===== config.mk =====
export PLATFORM = sky130hd
export DESIGN_NAME = cpu_sequencer
export DESIGN_NICKNAME = d
export VERILOG_FILES = /design/src/rtl/cpu_pkg.sv /design/src/rtl/seq_phase_counter.sv /design/src/rtl/cpu_sequencer.sv
export SDC_FILE = /design/constraint.sdc
export NUM_CORES = 1
export LEC_CHECK = 0
export ABC_AREA = 1
export CAP_MARGIN = 20
export CELL_PAD_IN_SITES_DETAIL_PLACEMENT = 0
export CELL_PAD_IN_SITES_GLOBAL_PLACEMENT = 1
export CORE_MARGIN = 2
export CORE_UTILIZATION = 32
export DETAILED_ROUTE_END_ITERATION = 10
export GPL_TIMING_DRIVEN = 0
export PLACE_DENSITY_LB_ADDON = 0.1
export SYNTH_ARGS = -nofsm -noshare
export SYNTH_HDL_FRONTEND = slang
export SYNTH_SLANG_ARGS = --single-unit
export TNS_END_PERCENT = 1

===== constraint.sdc =====
create_clock -name clk -period 1.7 [get_ports clk]
set_input_delay 0.34 -clock clk [delete_from_list [all_inputs] [get_ports clk]]
set_output_delay 0.34 -clock clk [all_outputs]
set_load 0.01 [all_outputs]

===== src/rtl/cpu_pkg.sv =====
// Shared types for the VeriRISC sequencer: opcodes, phase, FSM state and
// the bit layout of the nine-wide datapath control vector.
package cpu_pkg;

   typedef enum logic [2:0] {
      OP_HLT = 3'd0,
      OP_SKZ = 3'd1,
      OP_ADD = 3'd2,
      OP_AND = 3'd3,
      OP_XOR = 3'd4,
      OP_LDA = 3'd5,
      OP_STO = 3'd6,
      OP_JMP = 3'd7
   } opcode_t;

   typedef logic [2:0] phase_t;

   typedef enum logic {
      ST_HALTED = 1'b0,
      ST_RUN    = 1'b1
   } state_t;

   // Control vector layout, sel in the MSB down to wr in the LSB
   localparam int unsigned CTL_W      = 9;
   localparam int unsigned CTL_SEL    = 8;
   localparam int unsigned CTL_RD     = 7;
   localparam int unsigned CTL_LD_IR  = 6;
   localparam int unsigned CTL_INC_PC = 5;
   localparam int unsigned CTL_HALT   = 4;
   localparam int unsigned CTL_LD_PC  = 3;
   localparam int unsigned CTL_DATA_E = 2;
   localparam int unsigned CTL_LD_AC  = 1;
   localparam int unsigned CTL_WR     = 0;

   function automatic logic is_alu(input opcode_t op);
      return op inside {OP_ADD, OP_AND, OP_XOR, OP_LDA};
   endfunction

endpackage


===== src/rtl/seq_phase_counter.sv =====
// Three-bit instruction phase counter with enable and synchronous clear.
module seq_phase_counter
   import cpu_pkg::*;
(
   input  logic   clk,
   input  logic   rst_,
   input  logic   en,
   input  logic   clr,
   output phase_t count
);

   // Clear wins over enable so a halt always parks the counter at zero
   always_ff @(posedge clk or negedge rst_) begin
      if (!rst_)
         count <= 3'd0;
      else if (clr)
         count <= 3'd0;
      else if (en)
         count <= count + 3'd1;
   end

endmodule


===== src/rtl/cpu_sequencer.sv =====
// VeriRISC sequencer: phase FSM, control decode, memory-ready stall,
// halt/run handshake and retired-instruction counter.
module cpu_sequencer
   import cpu_pkg::*;
#(
   parameter bit          STALL_EN     = 1'b1,
   parameter bit          RESET_HALTED = 1'b1,
   parameter int unsigned CNT_W        = 16
) (
   input  logic             clk,
   input  logic             rst_,
   input  logic [2:0]       opcode,
   input  logic             zero,
   input  logic             mem_ready,
   input  logic             run,
   output logic             sel,
   output logic             rd,
   output logic             ld_ir,
   output logic             inc_pc,
   output logic             halt,
   output logic             ld_pc,
   output logic             data_e,
   output logic             ld_ac,
   output logic             wr,
   output logic [2:0]       phase,
   output logic             halted,
   output logic [CNT_W-1:0] instr_cnt
);

   localparam state_t RST_STATE = RESET_HALTED ? ST_HALTED : ST_RUN;

   opcode_t          op;
   state_t           state_q;
   state_t           state_d;
   logic             ph_en_c;
   logic             ph_clr_c;
   logic             retire_c;
   logic             stall_pt_c;
   logic             stall_c;
   logic [CTL_W-1:0] ctl_c;

   assign op = opcode_t'(opcode);

   seq_phase_counter u_phase (
      .clk   (clk),
      .rst_  (rst_),
      .en    (ph_en_c),
      .clr   (ph_clr_c),
      .count (phase)
   );

   // Memory access completes at phase 3 (fetch) and phase 7 for ALU/STO
   assign stall_pt_c = (phase == 3'd3) ||
                       ((phase == 3'd7) && (is_alu(op) || (op == OP_STO)));
   assign stall_c    = STALL_EN && (state_q == ST_RUN) && stall_pt_c && !mem_ready;

   always_ff @(posedge clk or negedge rst_) begin
      if (!rst_)
         state_q <= RST_STATE;
      else
         state_q <= state_d;
   end

   always_comb begin
      state_d  = state_q;
      ph_en_c  = 1'b0;
      ph_clr_c = 1'b0;
      retire_c = 1'b0;
      case (state_q)
         ST_HALTED: begin
            ph_clr_c = 1'b1;
            if (run)
               state_d = ST_RUN;
         end
         ST_RUN: begin
            if ((phase == 3'd4) && (op == OP_HLT)) begin
               state_d  = ST_HALTED;
               ph_clr_c = 1'b1;
            end else if (!stall_c) begin
               ph_en_c  = 1'b1;
               retire_c = (phase == 3'd7);
            end
         end
         default: state_d = ST_HALTED;
      endcase
   end

   // Control decode from registered state/phase plus live opcode/zero
   always_comb begin
      ctl_c = '0;
      if (state_q == ST_RUN) begin
         case (phase)
            3'd0: ctl_c[CTL_SEL] = 1'b1;
            3'd1: begin
               ctl_c[CTL_SEL] = 1'b1;
               ctl_c[CTL_RD]  = 1'b1;
            end
            3'd2, 3'd3: begin
               ctl_c[CTL_SEL]   = 1'b1;
               ctl_c[CTL_RD]    = 1'b1;
               ctl_c[CTL_LD_IR] = 1'b1;
            end
            3'd4: begin
               ctl_c[CTL_INC_PC] = 1'b1;
               ctl_c[CTL_HALT]   = (op == OP_HLT);
            end
            3'd5: ctl_c[CTL_RD] = is_alu(op);
            3'd6: begin
               ctl_c[CTL_RD]     = is_alu(op);
               ctl_c[CTL_DATA_E] = (op == OP_STO);
               ctl_c[CTL_LD_PC]  = (op == OP_JMP);
               ctl_c[CTL_INC_PC] = (op == OP_SKZ) && zero;
            end
            3'd7: begin
               ctl_c[CTL_RD]     = is_alu(op);
               ctl_c[CTL_LD_AC]  = is_alu(op);
               ctl_c[CTL_DATA_E] = (op == OP_STO);
               ctl_c[CTL_WR]     = (op == OP_STO);
               ctl_c[CTL_LD_PC]  = (op == OP_JMP);
            end
            default: ctl_c = '0;
         endcase
      end
   end

   assign sel    = ctl_c[CTL_SEL];
   assign rd     = ctl_c[CTL_RD];
   assign ld_ir  = ctl_c[CTL_LD_IR];
   assign inc_pc = ctl_c[CTL_INC_PC];
   assign halt   = ctl_c[CTL_HALT];
   assign ld_pc  = ctl_c[CTL_LD_PC];
   assign data_e = ctl_c[CTL_DATA_E];
   assign ld_ac  = ctl_c[CTL_LD_AC];
   assign wr     = ctl_c[CTL_WR];
   assign halted = (state_q == ST_HALTED);

   always_ff @(posedge clk or negedge rst_) begin
      if (!rst_)
         instr_cnt <= '0;
      else if (retire_c)
         instr_cnt <= instr_cnt + CNT_W'(1);
   end

endmodule


==> flow_summary.ini <==
[placement]
dpl.hpwl_um = 2985
port_buffers = 36
placed_area_mm2 = 0.001994
gp_congestion = 0.7971
dp.cells = 296

[timing]
worst_hold_slack_ns = 0.3949
tightest_slew_ns = 0.5035
setup_violations = 24
min_period_ns = 1.871
fin_skew_ns = 0.001534
relSlewSlack = 0.6643
finalHoldViolations = 0
setup_slack_ns = -0.1708
grt_setup_unrepaired = yes
finalCritPeriodShare = 1.100
slew_viol_final = 0
max_freq_ghz = 0.5345

[worst_setup_path]
required_ns = 1.36
rrSetupSlack_ns = -0.13
end_kind = output port
reg2regPathDepth = 11
arrival_ns = 1.53
crit_type = flop to output port
cp_max_fo = 4
cp-start-kind = flop

[pwr]
leakagePower_uw = 0.001017
power.internal_uw = 1446
netSwitchingFraction = 0.4086
ir_drop_v = 0.0003694
power_switching_uw = 999.5
pwr-share-clk = 0.154
p_per_area_mw_per_mm2 = 1125
power_uw = 2446
combPwrFrac = 0.568
seqPwrFrac = 0.277

[synthesis]
synth_top_area_cell = dfrtp_1
synthCells = 206
async_flop_share = 1.000
synth_compound_area_frac = 0.04890
ys_types = 33
ys_seq_area_frac = 0.3260
synthSimpleGateAreaFrac = 0.4515
synth_area_leaders = dfrtp_1 (33%), nand2_1 (15%), nand4_1 (6.1%)
synth_top_cell_area_share = 0.3260
synthXorXnorAreaFrac = 0.02852
synth_top_family_by_area = simple AND/OR/NAND/NOR gates
synth_fa_ha_area_frac = 0.05705
synthFlopType = dfrtp_1
yosys_warnings = 0
synth_seq_cells = 20
syn_area_mm2 = 0.001535
synth-edff-count = 0
synth_mux_area_frac = 0
syn_nets = 221
syn_area_per_cell_um2 = 7.453

[detailed_routing]
drtPass1Iterations = 4
viasPerCell = 4.836
drc = 0
drtAntennaViolNets = 0
wl_per_cell_um = 13.39
vias = 1504
drtIter0Drc = 53
routed_wl_um = 4163

[global_route]
antenna_found_initial = 0
grt_pass1_vias = 1451
grt_pass1_wl_um = 7051
grt_max_degree = 21
grt.overflow.total = 0
grt_use_total = 0.1675

[clock_network]
cts_made_buffers = 3
holdBufCountCts = 0
cts_buffer_depth = 2
cts.htree.levels = 1
clk_latency_ns = 0.26
clock_sinks = 20
clk_pin_slew_ns = 0.08
cts-root-buf = clkbuf_8
cts_tree = built

[finish]
layout.cells.non_filler = 311
final_common_cell = nand2_1
layout_common_cells = nand2_1 (62), clkdlybuf4s50_1 (21), inv_1 (16), nor2_1 (16), nand3_1 (16)
post_route_cells_drive_above_1_share = 0.2840
nNetsFinal = 273
syn_to_final_growth_pct = 41.65
stdcell_area_mm2 = 0.002175
n_antenna_cell = 0
finalCoreUtilization = 0.4666

[die]
dieWidth_um = 73.27
start_util = 0.3294
die_y_um = 73.27
coreArea_mm2 = 0.004661
ios = 37
die-area_mm2 = 0.005368
rows = 25

[run_status]
status = finished, violations left
violations = setup timing

[min_path]
hold_class = input port to async pin

[job]
drv_cap = 0
per-layer routing:
layer | vias up | GRT usage | share of wire
met5 | - | 0 | 0
met4 | 0 | 0.03704 | 0.0091
met3 | 4 | 0.02058 | 0.037
met2 | 26 | 0.2863 | 0.50
met1 | 703 | 0.2257 | 0.45
li1 | 771 | - | -
critical path, cell delays in order, from the launching register on:
cell and delay [ns]:
dfrtp_2 0.43, inv_2 0.08, ha_2 0.17, or2_4 0.23, a21oi_2 0.14, a31oi_1 0.08
buf_2 0.14
power groups by stage:
stage	logic (uW)	clock network, uW	registers, uW
final	1390	377	678
after floorplan	658	0	712
after global placement	1140	0	712
after CTS	1300	391	679
after detailed placement	1140	0	713
after global routing	1520	413	692
what timing repair did:
action,in CTS,in global routing
pin swaps,6,6
gates resized for setup,54,5
buffers inserted,9,2
endpoints found under the setup margin,30,33
stage by stage:
stage,setup WS [ns],TNS (ns)
3_3_place_gp,-0.5782,-6.813
3_5_place_dp,-0.5664,-6.671
6_report,-0.1708,-2.505
5_1_grt,-0.2412,-5.074
2_1_floorplan,-0.003827,-0.007172
4_1_cts,-0.1747,-3.050
state kept, by name (all words and copies together), names as in the netlist:
| name | count |
|---|---|
| instr_cnt | 16 |
| state_q | 1 |
| u_phase.count | 3 |
final timing paths:
path	start	endpoint
worst max register to register	u_phase.count[0]$_DFFE_PN0P_	instr_cnt[2]$_DFFE_PN0P_
worst min-delay path	rst_	instr_cnt[15]$_DFFE_PN0P_
worst min register to register	instr_cnt[15]$_DFFE_PN0P_	instr_cnt[15]$_DFFE_PN0P_
worst max-delay path	u_phase.count[1]$_DFFE_PN0P_	rd
max in group asynchronous	rst_	instr_cnt[13]$_DFFE_PN0P_
min in group clk	instr_cnt[15]$_DFFE_PN0P_	instr_cnt[15]$_DFFE_PN0P_
Yosys cell counts, types with 2 or more instances:
cell and instances:
nand2_1 62, dfrtp_1 20, inv_1 19, nand3_1 16, nor2_1 16, nand4_1 15
nand2_2 12, ha_1 7, nor3_1 4, a21oi_1 3, nand3_4 3, o21ai_0 3
xor2_1 3, nor2_2 2, o21ai_2 2, xnor2_1 2
final cells by class:
class	count	area, um^2
Clock buffer	4	55.05
Multi-Input combinational cell	159	983.4
Fill cell	473	2486
Tap cell	54	67.56
Inverter	23	93.84
Timing Repair Buffer	48	431.7
Sequential cell	20	508.0
Buffer	3	35.03
cell families (layout without fill, tap and decap cells):
logic type / Yosys count / after routing
XOR/XNOR: 5 / 5
flip-flops: 20 / 20
adder cells (fa/ha/maj): 7 / 7
buffers and inverters: 27 / 78
AND/OR/NAND/NOR: 136 / 136
AO/OA/AOI/OAI: 11 / 11
Note: power is estimated with default switching activity, not from simulation.
